## src/rtl/uart_rx_fifo.sv

```systemverilog
// rtl/uart_rx_fifo.sv - UART receive FIFO with overrun detection and level threshold
module uart_rx_fifo #(
    parameter int DATA_WIDTH   = 8,
    parameter int DEPTH        = 16,
    parameter int RX_THRESHOLD = 8
) (
    input  logic                         uart_clk,
    input  logic                         rst_n,
    input  logic                         sample_tick,
    input  logic [DATA_WIDTH-1:0]        in_data,
    input  logic                         in_valid,
    output logic                         in_ready,
    output logic [DATA_WIDTH-1:0]        out_data,
    output logic                         out_valid,
    input  logic                         out_ready,
    input  logic                         flush,
    input  logic                         overrun_clr,
    output logic [$clog2(DEPTH+1)-1:0]   count,
    output logic                         full,
    output logic                         empty,
    output logic                         rx_thresh,
    output logic                         overrun
);

    localparam int AW = $clog2(DEPTH);
    localparam int CW = $clog2(DEPTH + 1);
    localparam logic [CW-1:0] DEPTH_C  = CW'(DEPTH);
    localparam logic [CW-1:0] THRESH_C = CW'(RX_THRESHOLD);

    logic [DATA_WIDTH-1:0] mem_q [DEPTH];
    logic [AW-1:0]         wr_ptr_q, wr_ptr_d;
    logic [AW-1:0]         rd_ptr_q, rd_ptr_d;
    logic [CW-1:0]         count_q, count_d;
    logic                  overrun_q, overrun_d;
    logic                  push_req, pop, push_ok, drop;

    always_comb begin
        push_req  = sample_tick & in_valid;
        pop       = (count_q != '0) & out_ready;
        // A full FIFO still takes a byte when the head leaves in the same cycle.
        push_ok   = push_req & ((count_q != DEPTH_C) | pop);
        drop      = push_req & (count_q == DEPTH_C) & ~pop & ~flush;
        wr_ptr_d  = wr_ptr_q;
        rd_ptr_d  = rd_ptr_q;
        count_d   = count_q;
        if (flush) begin
            wr_ptr_d = '0;
            rd_ptr_d = '0;
            count_d  = '0;
        end else begin
            if (push_ok) wr_ptr_d = wr_ptr_q + AW'(1);
            if (pop)     rd_ptr_d = rd_ptr_q + AW'(1);
            if (push_ok & ~pop)      count_d = count_q + CW'(1);
            else if (pop & ~push_ok) count_d = count_q - CW'(1);
        end
        overrun_d = drop | (overrun_q & ~overrun_clr);
    end

    always_ff @(posedge uart_clk or negedge rst_n) begin
        if (!rst_n) begin
            wr_ptr_q  <= '0;
            rd_ptr_q  <= '0;
            count_q   <= '0;
            overrun_q <= 1'b0;
        end else begin
            wr_ptr_q  <= wr_ptr_d;
            rd_ptr_q  <= rd_ptr_d;
            count_q   <= count_d;
            overrun_q <= overrun_d;
        end
    end

    always_ff @(posedge uart_clk) begin
        if (push_ok & ~flush) mem_q[wr_ptr_q] <= in_data;
    end

    assign in_ready  = 1'b1;
    assign count     = count_q;
    assign full      = (count_q == DEPTH_C);
    assign empty     = (count_q == '0);
    assign out_valid = ~empty;
    assign rx_thresh = (count_q >= THRESH_C);
    assign overrun   = overrun_q;
    // Storage is not reset, so the idle head reads as zero rather than stale data.
    assign out_data  = out_valid ? mem_q[rd_ptr_q] : '0;

endmodule

```

## config.mk

```make
export PLATFORM = sky130hd
export DESIGN_NAME = uart_rx_fifo
export DESIGN_NICKNAME = d
export VERILOG_FILES = /design/src/rtl/uart_rx_fifo.sv
export SDC_FILE = /design/constraint.sdc
export NUM_CORES = 1
export LEC_CHECK = 0
export ABC_AREA = 1
export CAP_MARGIN = 15
export CORE_AREA = 3 3 107 109
export DETAILED_ROUTE_END_ITERATION = 6
export DIE_AREA = 0 0 110 112
export PLACE_DENSITY = 0.76
export SETUP_SLACK_MARGIN = 0.1
export SLEW_MARGIN = 10
export SYNTH_ARGS = -nofsm -noshare
export SYNTH_HDL_FRONTEND = slang
export SYNTH_SLANG_ARGS = --single-unit
```

## constraint.sdc

```tcl
create_clock -name uart_clk -period 2.4 [get_ports uart_clk]
set_input_delay 0.24 -clock uart_clk [delete_from_list [all_inputs] [get_ports uart_clk]]
set_output_delay 0.24 -clock uart_clk [all_outputs]
set_load 0.1 [all_outputs]
```

==> results of run 1 <==
## synthesized netlist by cell type
cell type	number	area [sq um]
ha_1	9	113
a21oi_1	10	50.1
dfrtp_1	14	350
nand3_1	106	531
nor2_1	22	82.6
nand2_4	1	11.3
buf_2	10	50.1
buf_4	5	37.5
nand2_1	202	758
nor2_2	1	6.26
edfxtp_1	128	3840
buf_6	7	78.8
a21oi_2	1	8.76
clkbuf_1	4	15.0
nand3_4	2	35.0
fa_1	1	20.0
nor2_4	3	33.8
o32ai_1	1	8.76
clkinv_1	2	7.51
o21ai_1	7	35.0
nand4_1	1	6.26
or2_2	1	6.26
nand3_2	1	10.0
inv_2	7	26.3
xor2_1	4	35.0
conb_1	1	3.75
inv_1	9	33.8
nand2_2	1	6.26
## state kept, by name (all words and copies together) (netlist names)
signal / flops
count: 5
mem_q: 128
overrun: 1
rd_ptr_q: 4
wr_ptr_q: 4
## layout by cell type, fill, tap and decap left out, drive strengths merged
cell type / count
a21oi: 11
buf: 49
bufinv: 1
clkbuf: 29
clkdlybuf4s50: 14
clkinv: 8
clkinvlp: 3
conb: 1
dfrtp: 14
edfxtp: 128
fa: 1
ha: 9
inv: 14
nand2: 204
nand3: 109
nand4: 1
nor2: 26
o21ai: 7
o32ai: 1
or2: 1
xor2: 4
## worst max-delay path: cells and delay by family, from the launching register on
kind	cells	cell delay [ns]
compound gates	1	0.20
buf+inv	3	0.51
flops	1	0.50
simple gates	5	0.43
## stage by stage
step                      area [sq um]  hold slack (ns)
final                             7920            0.142
after global routing              7920            0.173
after CTS                         7640            0.141
after detailed placement          6910            0.538
after global placement            6910            0.531
after floorplan                   6320          -0.0556
## power groups by stage
stage / sequential (mW) / combinational [mW] / clock (mW)
floorplan: 3.18 / 2.71 / 0
global placement: 2.92 / 3.94 / 0
global route: 2.91 / 4.93 / 2.48
CTS: 2.89 / 4.35 / 2.37
detailed placement: 2.93 / 4.00 / 0
finish: 2.90 / 4.69 / 2.35
## repair_timing
action | in CTS | in global routing
setup buffers | 4 | 0
gates resized for setup | 31 | 41
pin swaps | 2 | 17
gates cloned | 1 | 5
setup endpoints to repair | 8 | 9
## worst max-delay path by stage
stage,startpoint,endpoint,slack [ns],cells after the start
floorplan,count[2],out_data[0],-0.45,4
global placement,out_ready,count[4],0.30,12
detailed placement,out_ready,count[4],0.24,12
CTS,rd_ptr_q[0],out_data[1],0.03,9
global route,rd_ptr_q[0],out_data[7],-0.09,10
finish,rd_ptr_q[0],out_data[3],-0.005,9
## metal layers
| metal | vias up | part of all wire (%) | track usage [%] |
|---|---|---|---|
| met1 | 2156 | 39 | 34.4 |
| met5 | - | 0 | 0 |
| met2 | 214 | 50 | 41.6 |
| met3 | 33 | 7.8 | 6.03 |
| met4 | 0 | 2.7 | 9.98 |
| li1 | 2049 | - | - |
## logic make-up (layout without fill, tap and decap cells)
kind of cell,count (synthesis),in the layout,share of synthesized area (%)
and+or+nand+nor,341,341,24.0
DFF,142,142,67.6
buffers and inverters,44,118,4.01
AOI/OAI and AO/OA,19,19,1.65
adders and majority gates,10,10,2.14
xor gates and xnor gates,4,4,0.565
other,1,1,0.0605
## layout make-up
cell class	instances	area, sq um	share of cell area (%)
Clock buffer	24	470	5.94
Clock inverter	8	66.3	0.837
Inverter	18	87.6	1.11
Multi-Input combinational cell	375	2030	25.7
Sequential cell	142	4210	53.2
Tap cell	140	175	2.21
Timing Repair Buffer	68	873	11.0
==> flow_summary.toml, run 1 <==
[logic_synthesis]
avgSynthCellArea_sq_um = 11.1
yosysWarnings = 0
yosysSeqAreaShare_pct = 67.6
synth_nets = 586
yosysUniqueCellTypes = 28
netlist_area_sq_mm = 0.00620
netlist_instances = 561
ys_ff_latch = 142

[power_and_ir_drop]
peakVddDrop_uv = 1450
pwr-share-comb_pct = 47.2
p_int_mw = 5.85
p_sw_mw = 4.09
p_total_mw = 9.94
p_clk_share_pct = 23.6
leakagePower_nw = 3.04
p_seq_share_pct = 29.2
switching_share_pct = 41.1
power.density_mw_per_mm2 = 1250

[global_route]
grt_max_degree = 28
grt_pass1_vias = 4379
grt_use_total_pct = 26.0
antenna_found_initial = 0
gr-total-overflow = 0
grt_pass1_wl_mm = 23.4

[drt]
drc = 0
wl_per_cell_um = 19.8
drtAntennaViolNets = 0
wl_mm = 15.3
via_per_inst = 5.74
vias = 4452
firstDrtPassIters = 5
drt_iter0_markers = 369

[clock_network]
cts_sinks = 142
numCtsBuffers = 17
cts.reportedPaths.clkPinSlew_ns = 0.06
cts_max_path_buffers = 2
root_buffer = "clkbuf_8"
cts_tree = "built"
hold_buffers = 0
clock_latency_ns = 0.52
htreeDepth = 4

[cells_and_area]
nFillCells = 684
n_antenna_cell = 0
fin_cells = 775
final_util_pct = 74.0
layout-drive-gt1-share_pct = 25.4
finalNetCount = 647
synthToLayoutAreaGrowth_pct = 27.7

[worst_setup_path]
critPathArrivalTime_ns = 2.16
slowest_stage = "dfrtp_2"
critical_path.reg2reg.startpoint = "count[0]"
criticalPathCategory = "reg -> out"
cp_max_fo = 10
ff2ff_setup_slack_ns = 0.33
r2r_end = "count[4]"
endpoint_kind = "output pin"
critPathMaxStageDelay_ns = 0.50
start_kind = "flip-flop"
rr_worst_depth = 13
required_ns = 2.16
crit_chain = "clkinv_8 -> clkbuf_16 -> nand2_1 -> nand3_1 -> nand3_1 -> nand2_1 -> nand2_2 -> a21oi_4 -> buf_12"

[sta]
worst_pin_slew_ns = 0.833
fin_ws_ns = -0.00472
timing.setup.tns_ns = -0.00583
min_period_over_period_pct = 100
maxSlewHeadroom_pct = 44.3
slew_viol_final = 0
min_period_ns = 2.40
rsz0062_at_grt = "yes"
clock.fmax_mhz = 416
setup_viol = 2
finalClockSkew_ns = 0.00747
hold_viol_final = 0

[floorplanning]
io_pins = 34
die_w_um = 110
coreArea_sq_mm = 0.0107
initial_core_util_pct = 58.0
dieArea_sq_mm = 0.0123
core.rowCount = 38
die_h_um = 112

[place]
hpwl_mm = 9.15
place_inst = 733
dp_slack_ns = 0.242
gp_congestion = 0.914
io_buffer_count = 32

[run_status]
violations = "negative setup slack"
outcome = "complete, but fails checks"

[worst_hold_path]
hold_path.class = "in -> async"

[run]
max_cap_violations = 0
Note: power is estimated with default switching activity, not from simulation.
==> inputs of run 2 (changes only) <==
CORE_AREA = 3 3 112 114   (was 3 3 107 109)
DIE_AREA = 0 0 115 117   (was 0 0 110 112)
PLACE_DENSITY = 0.72   (was 0.76)
clock period = 2.1 ns   (was 2.4 ns; I/O delays follow)
==> run 2 against run 1 <==
Net effect:
- the flow still finishes with violations (negative setup slack)
- sequential cell count unchanged
- core utilization increased by 0.48 points
- first-iteration DRC count up 35%
- die area grew 9.2%
- cell count rose by 4.8%
- clock skew is 0.0016 ns higher
- combinational power is 37% higher
- register-to-register slack worse by 0.31 ns
- non-clock buffer count rose by 34
- total power grew 30%
- clock power rose by 36%
- cell area is 8.3% higher
- highest routed layer unchanged
==> flow_summary.toml, run 2 (synthesis gave the netlist of run 1 again) <==
[sta]
min_period_ns = 2.29
rsz0062_at_grt = "yes"
hold_viol_final = 0
timing.setup.tns_ns = -1.08
fin_ws_ns = -0.195
finalClockSkew_ns = 0.00906
maxSlewHeadroom_pct = 47.9
whs_ns = 0.204
setup_viol = 8
min_period_over_period_pct = 109
clock.fmax_mhz = 436
worst_pin_slew_ns = 0.779
slew_viol_final = 0

[cells_and_area]
final_common_cell = "nand2_1"
layout-drive-gt1-share_pct = 35.6
nFillCells = 696
n_antenna_cell = 0
regMostFlops = "mem_q"
finalNetCount = 681
largest_reg_flops = 128
final_cell_mix = "161 x nand2_1, 128 x edfxtp_1, 67 x nand3_1"
synthToLayoutAreaGrowth_pct = 38.3

[worst_setup_path]
critical_path.reg2reg.startpoint = "count[2]"
start_kind = "flip-flop"
cp_max_fo = 7
ff2ff_setup_slack_ns = 0.02
criticalPathCategory = "reg -> out"
rr_worst_depth = 13
critPathArrivalTime_ns = 2.08
r2r_end = "count[4]"
required_ns = 1.89
endpoint_kind = "output pin"

[floorplanning]
coreArea_sq_mm = 0.0115
io_pins = 34
dieArea_sq_mm = 0.0135
die_w_um = 115
initial_core_util_pct = 53.9
core.rowCount = 39
die_h_um = 117

[clock_network]
htreeDepth = 4
numCtsBuffers = 17
cts_sinks = 142
hold_buffers = 0
cts_max_path_buffers = 2
clock_latency_ns = 0.42
root_buffer = "clkbuf_16"
cts.reportedPaths.clkPinSlew_ns = 0.06
cts_tree = "built"

[power_and_ir_drop]
peakVddDrop_uv = 1390
leakagePower_nw = 3.29
power.density_mw_per_mm2 = 1500
p_total_mw = 12.9

[worst_hold_path]
hold_path.class = "in -> async"

[global_route]
grt_pass1_wl_mm = 24.0
antenna_found_initial = 0
grt_use_total_pct = 24.4
grt_max_degree = 34
gr-total-overflow = 0
grt_pass1_vias = 4429

[drt]
drtAntennaViolNets = 0
firstDrtPassIters = 5
drt_iter0_markers = 498
vias = 4749
via_per_inst = 5.85
drc = 0
wl_mm = 17.9
wl_per_cell_um = 22.0

[place]
hpwl_mm = 8.87
gp_congestion = 0.924
io_buffer_count = 32

[run_status]
outcome = "complete, but fails checks"
violations = "negative setup slack"

[run]
max_cap_violations = 0
-- run 2: stage by stage --
step	util, %	cell area [sq um]	setup slack, ns	std cells
final	74.5	8580	-0.195	812
after floorplan	-	6320	-0.723	561
after detailed placement	61.1	7030	0.0652	743
after CTS	70.1	8080	-0.124	798
after global placement	61.1	7030	0.106	743
after global routing	74.5	8580	-0.259	812
-- run 2: power by group --
group | total (mW) | switching, mW | internal (mW)
clock | 3.19 | 1.11 | 2.08
sequential | 3.27 | 0.0885 | 3.18
combinational | 6.42 | 3.98 | 2.44
total | 12.9 | 5.18 | 7.71
-- run 2: final cells by class --
type	instances	area, sq um	share of cell area [%]
Multi-Input combinational cell	375	2210	25.8
Clock inverter	14	198	2.30
Sequential cell	142	4220	49.1
Inverter	18	76.3	0.889
Tap cell	143	179	2.09
Clock buffer	18	429	5.00
Timing Repair Buffer	102	1270	14.8
-- run 2: worst max-delay path, stage by stage (launching register included) --
cell and delay, ns:
dfrtp_2 0.44, clkinv_4 0.10, buf_6 0.13, buf_12 0.14, nand2_1 0.06, nand3_2 0.08
nand3_2 0.12, nand2_2 0.11, nand2_2 0.08, a21oi_4 0.20, buf_12 0.19
-- run 2: how the worst max path moves through the flow --
stage	start	endpoint	depth (start not counted)
2_1_floorplan	count[2]	out_data[0]	4
3_3_place_gp	sample_tick	count[4]	13
3_5_place_dp	sample_tick	count[4]	13
4_1_cts	rd_ptr_q[0]	out_data[4]	9
5_1_grt	rd_ptr_q[0]	out_data[3]	10
6_report	rd_ptr_q[0]	out_data[3]	10
-- run 2: routing by layer --
layer / wire length (um) / global-route usage [%]
met4: 564 / 9.94
met5: 0 / 0
met2: 8970 / 39.0
met1: 6780 / 33.1
met3: 1560 / 4.73
-- run 2: what timing repair did --
item | 4_1_cts | 5_1_grt
pin swaps | 17 | 45
cloned | 5 | 8
setup buffers | 18 | 6
hold endpoints to repair | 0 | 0
gates resized for setup | 36 | 66
setup endpoints to repair | 10 | 20
==> edit 1: new RTL, flow settings as in run 1 <==
Set the parameter `DATA_WIDTH` to 6 (it was 8).
--- a/src/rtl/uart_rx_fifo.sv
+++ b/src/rtl/uart_rx_fifo.sv
@@ -2,3 +2,3 @@
 module uart_rx_fifo #(
-    parameter int DATA_WIDTH   = 8,
+    parameter int DATA_WIDTH   = 6,
     parameter int DEPTH        = 16,
Interface: changed (resized in_data and out_data); port bits go from 34 to 30. No check against the original RTL was run, so the function may have changed too.
==> edit 1 against run 1 <==
Clock power shrank 57%; highest routed layer unchanged; routed wire length fell by 28%; worst setup slack improved by 0.21 ns; synthesized area decreased by 21%; via count down 24%; worst hold slack better by 0.12 ns; total power shrank 33%; critical endpoint is now out_data[5]; design area decreased by 27%; combinational power is 29% lower; clock skew rose by 0.0053 ns; first-iteration DRC count decreased by 13%; sequential cell count decreased by 32; register-to-register slack worse by 0.12 ns.
==> edit 1: results (changes against run 1) <==
placed cell count - 621 (-15%)
Compound-Gate Fraction of Synth Area - 2.20% (+0.55 points)
Reg clk slew, reported paths - 0.11 ns (+0.05 ns)
drt pass-1 iters - 6 (+1)
outcome - completed
PortBufs - 28 (-13%)
Cell Area, Placed - 5520 um2 (-20%)
Arr. time, crit path - 1.96 ns (-0.20 ns)
Tot GR Track Use - 18.9% (-7.1 points)
Layout fillers - 905 (+32%)
drt via density - 5.27 (-8.2%)
share of cells above drive strength 1 - 17.0% (-8.3 points)
M2 GR Usage - 32.2% (-9.5 points)
buffering overhead - 9.06% (-2.0 points)
num sequential - 110 (-23%)
Initial DRC Count - 320 (-13%)
WL met1 - 4.24 mm (-29%)
area of the multi-input gates - 1580 um2 (-23%)
Vias - 3369 (-24%)
Critical Path Max Stage Delay - 0.47 ns (-0.03 ns)
FFs w/ async S/R, synth - 12.7% (+2.9 points)
Cells after Synth - 455 (-19%)
Place WS - 0.174 ns (-0.0682 ns)
GR Layer Usage met3 - 4.12% (-1.9 points)
R2R Setup Slk - 0.21 ns (-0.12 ns)
Leakage - 2.19 nW (-28%)
Synth Area in Adders - 2.72% (+0.58 points)
synth top area cells - edfxtp_1 59%, nand2_1 12%, nand3_1 8.5%, dfrtp_1 7.2%, ha_1 2.3%
sequential area share after synthesis - 66.2% (-1.4 points)
max reg flops - 96 (-25%)
Crit Path Max Fanout - 12 (+2)
Setup WS post-layout - 0.201 ns (+0.206 ns)
first-pass GRT wire length - 17.3 mm (-26%)
FF+latch area - 3250 um2 (-23%)
clk_lat worst skew - 0.38 ns (-0.14 ns)
synth cell count leaders - 162 x nand2_1, 96 x edfxtp_1, 83 x nand3_1
Post-Synth XOR/XNOR Area - 0.359% (-0.21 points)
Peak VDD IR - 0.00109 V (-25%)
Clock Skew - 0.0128 ns (+0.00534 ns)
Post-synth EDFFs - 96 (-25%)
Routability Congestion - 0.841 (-8.0%)
Clock Network Area Fraction - 3.11% (-3.7 points)
largest delay contributor family on the critical path - flip-flops
WL final - 11.0 mm (-28%)
[edit 1: cell count changes in the layout (fill, tap and decap cells not counted), moves of 8 or more]
cell       delta
clkbuf_16    -20
buf_12        -8
nand2_1      -17
nand3_2      -21
nand2_2      -21
edfxtp_1     -32
[edit 1: metrics by stage]
| stage | utilization (%) | hold WS (ns) | total power [mW] |
|---|---|---|---|
| 2_1_floorplan | - | -0.0556 | 4.62 |
| 3_3_place_gp | 51.6 | 0.549 | 5.44 |
| 3_5_place_dp | 51.6 | 0.560 | 5.50 |
| 4_1_cts | 53.5 | 0.278 | 6.54 |
| 5_1_grt | 54.1 | 0.277 | 6.93 |
| 6_report | 54.1 | 0.265 | 6.63 |
[edit 1: path summary, 6_finish.rpt]
| kind | from | to | cells past startpoint |
|---|---|---|---|
| max in group asynchronous | rst_n | count[4]$_DFFE_PN0P_ | 1 |
| min in group uart_clk | overrun_clr | overrun$_DFF_PN0_ | 2 |
| min reg2reg | overrun$_DFF_PN0_ | overrun$_DFF_PN0_ | 2 |
| max reg2reg | count[3]$_DFFE_PN0P_ | count[4]$_DFFE_PN0P_ | 13 |
| min | rst_n | count[1]$_DFFE_PN0P_ | 1 |
| max | rd_ptr_q[0]$_DFFE_PN0P_ | out_data[5] | 9 |
[edit 1: what timing repair did]
| action | 4_1_cts | 5_1_grt |
|---|---|---|
| gates cloned | 0 | 1 |
| endpoints found under the setup margin | 6 | 7 |
| endpoints found under the hold margin | 0 | 0 |
| pin swaps | 0 | 3 |
| setup buffers | 1 | 0 |
| gates resized for setup | 4 | 11 |
[edit 1: where the power goes]
part	internal [mW]	total [mW]	leakage (nW)	switching (mW)
logic	1.04	3.35	1.06	2.31
clock network	0.388	1.02	0.0838	0.637
registers	2.15	2.25	1.04	0.102
==> edit 2: new RTL, flow settings as in run 1 <==
Made on the original files. Compare `count_q` against `DEPTH_C` with >= in place of ==.
--- a/src/rtl/uart_rx_fifo.sv
+++ b/src/rtl/uart_rx_fifo.sv
@@ -41,3 +41,3 @@
         push_ok   = push_req & ((count_q != DEPTH_C) | pop);
-        drop      = push_req & (count_q == DEPTH_C) & ~pop & ~flush;
+        drop      = push_req & (count_q >= DEPTH_C) & ~pop & ~flush;
         wr_ptr_d  = wr_ptr_q;
Function: no difference found for any inputs over 4 cycles, from zero or initial values and one cycle with rst_n low; that may be too few to reach the edited logic, so the function may still have changed.
==> edit 2 against run 1 <==
Design area up 3.4%; sequential cell count unchanged; the flow still finishes with violations (negative setup slack); synthesized cell count up 0.36%; largest cell class unchanged; highest routed layer unchanged; routed wire length up 11%; critical endpoint is now out_data[5]; non-clock buffer count up 11; total power up 8.7%; synthesized area up 0.48%; worst setup slack worse by 0.098 ns.
==> edit 2: results (changes against run 1) <==
outcome - complete, but fails checks
failing checks - negative setup slack
Worst Setup SP - rd_ptr_q[0]$_DFFE_PN0P_
Compound-Gate Fraction of Synth Area - 1.79% (+0.13 points)
Clock Skew - 0.00800 ns (+0.000534 ns)
Initial DRC Count - 588 (+59%)
synth top area cells - edfxtp_1 62%, nand2_1 12%, nand3_1 8.8%, dfrtp_1 5.6%, ha_1 1.8%
share of cells above drive strength 1 - 31.5% (+6.2 points)
synth cell count leaders - 196 x nand2_1, 128 x edfxtp_1, 109 x nand3_1
Leakage - 3.12 nW (+2.6%)
Peak VDD IR - 0.00112 V (-22%)
Fin Setup TNS - -0.677 ns (-0.671 ns)
number of global-route vias before repair - 4612 (+5.3%)
FFs w/ async S/R, synth - 9.86% (unchanged)
R2R Setup Slk - 0.30 ns (-0.03 ns)
Place WS - 0.170 ns (-0.0726 ns)
drt via density - 6.00 (+4.4%)
ANT cells - 0 (unchanged)
Setup WS post-layout - -0.103 ns (-0.0981 ns)
placed cell count - 735 (+0.27%)
Layout fillers - 631 (-7.7%)
WL final - 17.1 mm (+11%)
Post-synth EDFFs - 128 (unchanged)
Crit Path Max Fanout - 8 (-2)
worst hold slack - 0.118 ns (-0.0249 ns)
Synth Area in Adders - 2.13% (-0.010 points)
Routability Congestion - 0.865 (-5.3%)
Tot GR Track Use - 28.2% (+2.2 points)
Final Net Count - 659 (+1.9%)
syn avg cell area - 11.1 um2 (+0.13%)
sequential area share after synthesis - 67.3% (-0.33 points)
drt pass-1 iters - 6 (+1)
Syn Nets - 588 (+0.34%)
first-pass GRT wire length - 25.4 mm (+8.8%)
Post-Synth XOR/XNOR Area - 0.422% (-0.14 points)
antenna violations before repair - 0 (unchanged)
Reg clk slew, reported paths - 0.06 ns (about the same)
Cell Area, Placed - 6960 um2 (+0.63%)
final setup vio count - 8 (+6)
Routed wire per std cell - 21.7 um (+9.6%)
Reg with most FFs - mem_q
TritonCTS buffer count - 17 (unchanged)
post-route design area - 8190 um2 (+3.4%)
Slew HR - 50.4% (+6.1 points)
pin count of the biggest net entering global routing - 29 (+3.6%)
worst r2r src - count[3]$_DFFE_PN0P_
CTS Buffer Depth - 2 (unchanged)
Hold Path Class - input pin to asynchronous set/reset pin
post-detail-place hpwl - 8.86 mm (-3.2%)
Critical Path Max Stage Delay - 0.46 ns (-0.04 ns)
clk_lat worst skew - 0.53 ns
==> edit 2: cell type report <==
type                       count  share of cell area, %
clock buffer                  18                   5.10
clock inverter                14                   1.48
inverter                      20                   1.07
multi-input combinational    374                   26.5
sequential                   142                   51.4
tap                          140                   2.14
timing repair buffer          79                   12.3
==> edit 2: path summary, 6_finish.rpt <==
kind                                        end
min in group uart_clk         overrun$_DFF_PN0_
hold reg to reg               overrun$_DFF_PN0_
hold / removal             count[2]$_DFFE_PN0P_
setup reg to reg           count[4]$_DFFE_PN0P_
max in group asynchronous  count[4]$_DFFE_PN0P_
setup / recovery                    out_data[5]
==> edit 2: where the power goes <==
| group | internal, mW | total [mW] | switching, mW |
|---|---|---|---|
| sequential | 2.79 | 2.89 | 0.106 |
| clock | 1.37 | 2.38 | 1.01 |
| combinational | 1.95 | 5.53 | 3.58 |
| total | 6.10 | 10.8 | 4.70 |
==> edit 2: per-layer routing <==
metal	wire (um)	GRT usage (%)	vias to the layer above
met1	6340	38.7	2265
li1	-	-	2086
met4	614	10.4	0
met5	0	0	-
met3	1650	6.03	58
met2	8450	44.5	310
==> edit 2: what timing repair did <==
item | in CTS | in global routing
resized for setup | 52 | 38
endpoints found under the setup margin | 8 | 9
setup buffers | 10 | 1
gates cloned | 8 | 1
pin swaps | 31 | 21
==> edit 2: cell families (layout without fill, tap and decap cells) <==
logic type | count (synthesis) | count (layout)
DFF | 142 | 142
other | 1 | 1
xor gates and xnor gates | 3 | 3
adders and majority gates | 10 | 10
and+or+nand+nor | 340 | 340
buffers and inverters | 47 | 131
AOI/OAI and AO/OA | 20 | 20
